`src/rtl/arm_mem_pkg.sv`:
```
// Shared types and constants for the data-memory write buffer.
package arm_mem_pkg;

  typedef enum logic [1:0] {
    ST_IDLE  = 2'd0,
    ST_DRAIN = 2'd1,
    ST_READ  = 2'd2,
    ST_RDONE = 2'd3
  } bus_state_e;

  localparam int unsigned WBUF_DEPTH_DEFAULT = 4;

  typedef struct packed {
    logic [29:0] addr;
    logic [31:0] data;
  } wbuf_entry_t;

  function automatic logic [31:0] word_addr(input logic [29:0] waddr);
    return {waddr, 2'b00};
  endfunction

endpackage

```
`src/rtl/dmem_write_buffer_if.sv`:
```
// Memory bus between the write buffer (master) and the memory controller (slave).
interface dmem_write_buffer_if;
  logic        BusReq;
  logic        BusWe;
  logic [31:0] BusAddr;
  logic [31:0] BusWData;
  logic        BusAck;
  logic [31:0] BusRData;

  modport master (
    output BusReq, BusWe, BusAddr, BusWData,
    input  BusAck, BusRData
  );

  modport slave (
    input  BusReq, BusWe, BusAddr, BusWData,
    output BusAck, BusRData
  );
endinterface

```
`src/rtl/wbuf_fifo.sv`:
```
// Circular store queue with youngest-match lookup for load forwarding.
module wbuf_fifo
  import arm_mem_pkg::*;
#(
  parameter int unsigned DEPTH = WBUF_DEPTH_DEFAULT
) (
  input  logic                     clk,
  input  logic                     reset,
  input  logic                     push,
  input  wbuf_entry_t              push_entry,
  input  logic                     pop,
  input  logic [29:0]              lookup_addr,
  output wbuf_entry_t              head_entry,
  output wbuf_entry_t              next_entry,
  output logic [$clog2(DEPTH):0]   count,
  output logic                     full,
  output logic                     hit,
  output logic [31:0]              hit_data
);

  localparam int unsigned PW = $clog2(DEPTH);
  localparam logic [PW:0] FULL_CNT = (PW + 1)'(DEPTH);

  wbuf_entry_t       mem [DEPTH];
  logic [DEPTH-1:0]  valid;
  logic [PW-1:0]     head;
  logic [PW-1:0]     tail;
  logic [PW-1:0]     head_nxt;
  logic [PW-1:0]     idx;

  assign head_nxt   = head + 1'b1;
  assign head_entry = mem[head];
  assign next_entry = mem[head_nxt];
  assign full       = (count == FULL_CNT);

  // Push never targets the head slot while popping: push is blocked when full
  // and pop only happens when non-empty.
  always_ff @(posedge clk or negedge reset) begin
    if (!reset) begin
      head  <= '0;
      tail  <= '0;
      count <= '0;
      valid <= '0;
    end else begin
      if (push) begin
        valid[tail] <= 1'b1;
        tail        <= tail + 1'b1;
      end
      if (pop) begin
        valid[head] <= 1'b0;
        head        <= head_nxt;
      end
      case ({push, pop})
        2'b10:   count <= count + 1'b1;
        2'b01:   count <= count - 1'b1;
        default: count <= count;
      endcase
    end
  end

  always_ff @(posedge clk) begin
    if (push) mem[tail] <= push_entry;
  end

  // Walk oldest to youngest so the last match seen is the youngest one.
  always_comb begin
    hit      = 1'b0;
    hit_data = '0;
    idx      = head;
    for (int unsigned i = 0; i < DEPTH; i++) begin
      idx = head + i[PW-1:0];
      if (valid[idx] && (mem[idx].addr == lookup_addr)) begin
        hit      = 1'b1;
        hit_data = mem[idx].data;
      end
    end
  end

endmodule

```
`src/rtl/dmem_write_buffer.sv`:
```
// Posted-write buffer between the M stage and the memory bus, with load forwarding.
module dmem_write_buffer
  import arm_mem_pkg::*;
#(
  parameter int unsigned DEPTH = WBUF_DEPTH_DEFAULT
) (
  input  logic                       clk,
  input  logic                       reset,
  input  logic                       MemWriteM,
  input  logic                       MemReadM,
  input  logic [31:0]                ALUResultM,
  input  logic [31:0]                WriteDataM,
  output logic [31:0]                ReadDataM,
  output logic                       StallMem,
  dmem_write_buffer_if.master        bus
);

  localparam int unsigned CW = $clog2(DEPTH) + 1;
  localparam logic [CW-1:0] CNT_ONE = CW'(1);

  bus_state_e      state;
  logic [31:0]     rdata_q;

  wbuf_entry_t     push_entry;
  wbuf_entry_t     head_entry;
  wbuf_entry_t     next_entry;
  logic [CW-1:0]   count;
  logic            full;
  logic            hit;
  logic [31:0]     hit_data;

  logic            load_req;
  logic            load_miss;
  logic            push;
  logic            pop;
  logic            addr_lsb_unused;

  assign addr_lsb_unused = ^ALUResultM[1:0];

  assign load_req   = MemReadM && !MemWriteM;
  assign load_miss  = load_req && !hit;
  assign push_entry = '{addr: ALUResultM[31:2], data: WriteDataM};

  // In RDONE the held load is satisfied from rdata_q, so it no longer stalls.
  assign StallMem = reset &&
                    ((MemWriteM && full) || (load_miss && (state != ST_RDONE)));
  assign push     = MemWriteM && !StallMem;
  assign pop      = (state == ST_DRAIN) && bus.BusReq && bus.BusAck;

  always_comb begin
    ReadDataM = '0;
    if (state == ST_RDONE) ReadDataM = rdata_q;
    else if (load_req && hit) ReadDataM = hit_data;
  end

  wbuf_fifo #(.DEPTH(DEPTH)) u_fifo (
    .clk         (clk),
    .reset       (reset),
    .push        (push),
    .push_entry  (push_entry),
    .pop         (pop),
    .lookup_addr (ALUResultM[31:2]),
    .head_entry  (head_entry),
    .next_entry  (next_entry),
    .count       (count),
    .full        (full),
    .hit         (hit),
    .hit_data    (hit_data)
  );

  always_ff @(posedge clk or negedge reset) begin
    if (!reset) begin
      state        <= ST_IDLE;
      rdata_q      <= '0;
      bus.BusReq   <= 1'b0;
      bus.BusWe    <= 1'b0;
      bus.BusAddr  <= '0;
      bus.BusWData <= '0;
    end else begin
      case (state)
        ST_IDLE: begin
          if (load_miss) begin
            state        <= ST_READ;
            bus.BusReq   <= 1'b1;
            bus.BusWe    <= 1'b0;
            bus.BusAddr  <= word_addr(ALUResultM[31:2]);
            bus.BusWData <= '0;
          end else if (count != '0) begin
            state        <= ST_DRAIN;
            bus.BusReq   <= 1'b1;
            bus.BusWe    <= 1'b1;
            bus.BusAddr  <= word_addr(head_entry.addr);
            bus.BusWData <= head_entry.data;
          end
        end
        ST_DRAIN: begin
          if (bus.BusAck) begin
            if (load_miss) begin
              state        <= ST_READ;
              bus.BusWe    <= 1'b0;
              bus.BusAddr  <= word_addr(ALUResultM[31:2]);
              bus.BusWData <= '0;
            end else if (count > CNT_ONE) begin
              // Head is popped at this edge, so the following entry goes out next.
              bus.BusAddr  <= word_addr(next_entry.addr);
              bus.BusWData <= next_entry.data;
            end else begin
              state      <= ST_IDLE;
              bus.BusReq <= 1'b0;
              bus.BusWe  <= 1'b0;
            end
          end
        end
        ST_READ: begin
          if (bus.BusAck) begin
            state      <= ST_RDONE;
            rdata_q    <= bus.BusRData;
            bus.BusReq <= 1'b0;
          end
        end
        ST_RDONE: begin
          if (count != '0) begin
            state        <= ST_DRAIN;
            bus.BusReq   <= 1'b1;
            bus.BusWe    <= 1'b1;
            bus.BusAddr  <= word_addr(head_entry.addr);
            bus.BusWData <= head_entry.data;
          end else begin
            state <= ST_IDLE;
          end
        end
        default: begin
          state      <= ST_IDLE;
          bus.BusReq <= 1'b0;
          bus.BusWe  <= 1'b0;
        end
      endcase
    end
  end

endmodule

```
`src/flat_wrapper.sv`:
```
// flat-port wrapper written by rule: the top's interface ports become plain ports
module dmem_write_buffer_flat import arm_mem_pkg::*;
#(
  parameter int unsigned DEPTH = WBUF_DEPTH_DEFAULT
)
  (clk, reset, MemWriteM, MemReadM, ALUResultM, WriteDataM, ReadDataM, StallMem, bus_BusReq, bus_BusWe, bus_BusAddr, bus_BusWData, bus_BusAck, bus_BusRData);
  dmem_write_buffer_if bus_i ();
  input  logic clk;
  input  logic reset;
  input  logic MemWriteM;
  input  logic MemReadM;
  input  logic [31:0] ALUResultM;
  input  logic [31:0] WriteDataM;
  output logic [31:0] ReadDataM;
  output logic StallMem;
  output wire logic [$bits(bus_i.BusReq)-1:0] bus_BusReq;
  output wire logic [$bits(bus_i.BusWe)-1:0] bus_BusWe;
  output wire logic [$bits(bus_i.BusAddr)-1:0] bus_BusAddr;
  output wire logic [$bits(bus_i.BusWData)-1:0] bus_BusWData;
  input wire logic [$bits(bus_i.BusAck)-1:0] bus_BusAck;
  input wire logic [$bits(bus_i.BusRData)-1:0] bus_BusRData;
  assign bus_BusReq = bus_i.BusReq;
  assign bus_BusWe = bus_i.BusWe;
  assign bus_BusAddr = bus_i.BusAddr;
  assign bus_BusWData = bus_i.BusWData;
  assign bus_i.BusAck = bus_BusAck;
  assign bus_i.BusRData = bus_BusRData;
  dmem_write_buffer #(.DEPTH(DEPTH)) u_core (.clk(clk), .reset(reset), .MemWriteM(MemWriteM), .MemReadM(MemReadM), .ALUResultM(ALUResultM), .WriteDataM(WriteDataM), .ReadDataM(ReadDataM), .StallMem(StallMem), .bus(bus_i));
endmodule
```
`config.mk`:
```
export PLATFORM = sky130hd
export DESIGN_NAME = dmem_write_buffer_flat
export DESIGN_NICKNAME = d
export VERILOG_FILES = /design/src/rtl/arm_mem_pkg.sv /design/src/rtl/dmem_write_buffer_if.sv /design/src/rtl/wbuf_fifo.sv /design/src/rtl/dmem_write_buffer.sv /design/src/flat_wrapper.sv
export SDC_FILE = /design/constraint.sdc
export NUM_CORES = 1
export LEC_CHECK = 0
export CAP_MARGIN = 20
export CORE_ASPECT_RATIO = 1.1
export CORE_MARGIN = 2
export CORE_UTILIZATION = 50
export CTS_CLUSTER_DIAMETER = 200
export CTS_CLUSTER_SIZE = 40
export DETAILED_ROUTE_END_ITERATION = 7
export GPL_TIMING_DRIVEN = 0
export PLACE_DENSITY = 0.77
export SYNTH_ARGS = -nofsm -noshare
export SYNTH_HDL_FRONTEND = slang
export SYNTH_SLANG_ARGS = --single-unit
```
`constraint.sdc`:
```
create_clock -name clk -period 6.3 [get_ports clk]
set_input_delay 1.575 -clock clk [delete_from_list [all_inputs] [get_ports clk]]
set_output_delay 1.575 -clock clk [all_outputs]
set_load 0.02 [all_outputs]
```
==> summary.md <==
| Metric | Value |
|---|---|
| Routed Antenna Nets | 0 |
| CTS root buffer | clkbuf_16 |
| Inserted Clock Buffers | 12 |
| Sequential share of power | 24.5% |
| Hold EP | u_core.bus.BusAddr[1] |
| Die H | 227 um |
| Crit Path Max Fanout | 8 |
| Layout cells sized above 1 | 39.0% |
| RSZ-0062 raised after global routing | true |
| Mapped Nets | 1719 |
| Gate power share | 68.4% |
| Hold Path Class | reg2reg |
| Placed cell count | 2389 |
| Io pins | 200 |
| YS warnings | 0 |
| Crit path launch type | register |
| Setup Skew | 35.1 ps |
| Detailed-route via count | 17178 |
| Reg-to-reg endpoint | u_core.bus.BusAddr[5] |
| Max rail drop VDD | 0.000370 V |
| Fin crit share | 104% |
| Power Internal | 0.00846 W |
| Setup Crit Path Kind | reg2out |
| GRT Util Overall | 33.9% |
| DR pass1 iterations | 6 |
| Worst Reg-to-Reg Cells | 25 |
| Vias in the first global route | 17366 |
| Required time of the critical path | 4720 ps |
| Hold Buf Count CTS | 0 |
| Synth Register Bits | 359 |
| Starting Density | 50.9% |
| Largest net degree at the start of global routing | 64 |
| Residual DRC count | 0 |
| Cell variety after synth | 74 |
| EDFF count, synth | 248 |
| Clock transition at path regs | 150 ps |
| Row cnt | 81 |
| Reg-to-reg slack, setup | 890 ps |
| Die W | 207 um |
| Max Root-Sink Buffers | 3 |
| DR vias/cell | 6.98 |
| Fill count | 3325 |
| Syn_area_per_cell | 14.1 sq um |
| Synth area leader | edfxtp_1 |
| Maximum Capacitance Violations | 0 |
| Status | finished with violations |
| Final instance area | 28000 sq um |
| Finished Layout Cells | 2461 |
| Mapped Cells | 1605 |
| Setup violations, final | 32 |
| Initial antenna violation count | 1 |
| Sink Count | 359 |
| Fraction of registers with async set/reset | 30.9% |
| Worst setup margin | -248 ps |
| Worst Tran Pin Value | 1110 ps |
| Net Sw Frac | 45.1% |
| Port bufs | 197 |
| First-pass GRT wire length | 118000 um |
| Fmax | 153 MHz |
| Area of the die | 47100 sq um |
| GRT overflow | 0 |
| DRT Wirelength | 80800 um |
| Hold path start | u_core.bus.BusAddr[1] |
| Worst hold path depth | 1 |
| Pwr/cell area | 552 nW/um^2 |
| Worst r2r src | u_core.u_fifo.head[0] |
| Max Slew Vio Count | 0 |
| Synth top area cells | edfxtp_1 33%, mux4_2 21%, dfrtp_1 12% |
| Worst-Skew Late Latency | 550 ps |
| Final GP Congestion | 1.01 |
| Hold Vio Cnt, Final | 0 |
| DR WL/cell | 32.8 um |
| Placed Area | 25700 sq um |
| Tmin final | 6550 ps |
| Max_slew headroom | 26.0% |
| Psw | 0.00696 W |
| Leakage | 10.1 nW |
| H-Tree Depth | 1 |
| Crit path DAT | 4970 ps |
| P&R area growth vs syn | 23.3% |
| Post-synth top area share | 32.8% |
| CTS tree | done |
| Initial DRC Count | 2134 |
| Final nets | 1988 |
| Clk network pwr share | 7.2% |
| Register area share after synthesis | 45.1% |
| Setup crit end kind | primary output |
| CORE AREA | 44600 sq um |
| Hpwl dp | 57500 um |
| Primary FF master, synth | edfxtp_1 |
| Failing checks | setup timing |
| Cell Area, Synth | 22700 sq um |
[power groups by stage]
stage	Combinational, W	Clock (W)	Sequential, W
global placement	0.00898	0	0.00378
floorplan	0.00601	0	0.00387
global route	0.0109	0.00118	0.00384
detailed placement	0.00914	0	0.00379
CTS	0.0103	0.00111	0.00375
finish	0.0105	0.00110	0.00378
[worst max path at each step]
stage | startpoint | to | slack [ps] | cells past startpoint
6_report | u_core.u_fifo.head[1] | ReadDataM[3] | -250 | 21
5_1_grt | ALUResultM[17] | ReadDataM[2] | -310 | 15
4_1_cts | u_core.u_fifo.head[0] | ReadDataM[3] | -390 | 25
3_5_place_dp | u_core.u_fifo.head[0] | ReadDataM[3] | -3590 | 25
3_3_place_gp | reset | u_core.u_fifo.mem[1][57] | -4210 | 3
2_1_floorplan | u_core.u_fifo.head[0] | ReadDataM[30] | 30 | 22
[through the flow]
step	total power, W	hold WS, ps	worst slack (ps)	utilization (%)	TNS, ps
floorplan	0.00988	475	26.6	-	0
global placement	0.0128	468	-4210	57.2	-1449520
detailed placement	0.0129	474	-3590	57.5	-236970
CTS	0.0151	507	-391	62.1	-11120
global route	0.0159	528	-314	62.7	-7770
finish	0.0154	502	-248	62.7	-5610
[layer usage]
| layer | routed length, um | vias to the layer above | track usage (%) |
|---|---|---|---|
| met4 | 4500 | 2 | 15.2 |
| met1 | 28800 | 8748 | 41.8 |
| met3 | 6990 | 231 | 4.86 |
| met5 | 13 | - | 0 |
| li1 | - | 7007 | - |
| met2 | 40600 | 1190 | 59.7 |
[critical path, stage by stage, from the launching register on]
cell and delay (ps):
dfrtp_1 460, buf_12 180, buf_16 130, buf_12 130, clkinvlp_4 120, ha_4 290, buf_12 140, buf_16 160
buf_12 110, mux4_2 540, xor2_2 190, nor4_2 360, nand4_1 200, nand4b_1 240, buf_6 160, clkbuf_16 170
clkbuf_16 160, nand2b_4 130, nand3_2 70, o21ai_2 60, o21ai_2 210, buf_6 150
[Yosys cell counts (all sizes together) (21+ instances only)]
cell     count
o221ai      32
a22oi       71
dfrtp      111
o21ai       90
mux2i       90
o2bb2ai     34
nand2       66
nor2        21
mux4       209
edfxtp     248
nand3       72
xnor2       78
nand2b      47
buf         96
xor2        47
a2bb2oi     36
clkbuf      62
mux2        35
[registers in the layout (all words and copies together), names as in the netlist]
| register | flops |
|---|---|
| u_core.bus.BusAddr | 32 |
| u_core.bus.BusReq | 1 |
| u_core.bus.BusWData | 32 |
| u_core.bus.BusWe | 1 |
| u_core.rdata_q | 32 |
| u_core.state | 2 |
| u_core.u_fifo.count | 3 |
| u_core.u_fifo.head | 2 |
| u_core.u_fifo.mem | 248 |
| u_core.u_fifo.tail | 2 |
| u_core.u_fifo.valid | 4 |
[cells in the final DEF, fill, tap and decap left out, types with 11 or more instances in the layout]
cell type | netlist | layout
a21oi_1 | 13 | 12
a22oi_1 | 61 | 55
a22oi_2 | 10 | 16
a2bb2oi_1 | 26 | 26
buf_12 | 0 | 16
buf_2 | 37 | 26
buf_4 | 13 | 75
buf_6 | 18 | 54
clkbuf_1 | 61 | 28
clkbuf_16 | 0 | 19
clkbuf_2 | 0 | 14
clkdlybuf4s50_1 | 0 | 156
dfrtp_1 | 111 | 111
edfxtp_1 | 248 | 248
ha_1 | 13 | 12
inv_1 | 16 | 14
mux2_2 | 35 | 35
mux2i_1 | 90 | 77
mux4_2 | 209 | 209
nand2_1 | 66 | 66
nand2b_1 | 47 | 25
nand2b_4 | 0 | 22
nand3_1 | 72 | 47
nand3_2 | 0 | 24
nand4_1 | 15 | 15
nor2_1 | 21 | 20
o21ai_0 | 27 | 17
o21ai_1 | 62 | 16
o21ai_2 | 0 | 52
o221ai_2 | 29 | 29
o2bb2ai_2 | 30 | 30
xnor2_1 | 78 | 66
xnor2_2 | 0 | 11
xor2_1 | 47 | 43
[logic make-up (layout without fill, tap and decap cells)]
| logic type | after synthesis | count (layout) | share of synthesized area [%] |
|---|---|---|---|
| compound gates | 334 | 334 | 12.9 |
| simple gates | 264 | 264 | 6.07 |
| buf+inv | 176 | 450 | 3.99 |
| xor+xnor | 125 | 125 | 4.83 |
| other cells | 0 | 1 | 0 |
| mux | 334 | 334 | 26.5 |
| fa+ha+maj | 13 | 13 | 0.717 |
| flops | 359 | 359 | 45.1 |
[repair_timing]
| item | 4_1_cts | 5_1_grt |
|---|---|---|
| endpoints found under the setup margin | 101 | 33 |
| cloned | 5 | 2 |
| pin swaps | 46 | 34 |
| resized for setup | 468 | 81 |
| setup buffers | 43 | 19 |
[layout make-up]
| cell class | instances | area, sq um | share of cell area [%] |
|---|---|---|---|
| multi-input cells | 1070 | 12500 | 44.8 |
| flip-flops and latches | 359 | 10200 | 36.6 |
| repair buffers | 271 | 2770 | 9.90 |
| plain buffers | 142 | 1280 | 4.56 |
| well taps | 581 | 727 | 2.60 |
| clock buffers | 19 | 348 | 1.24 |
| inverters | 18 | 78.8 | 0.282 |
| diodes | 1 | 2.50 | 0.00895 |
Power figures use the tool's default switching activity.
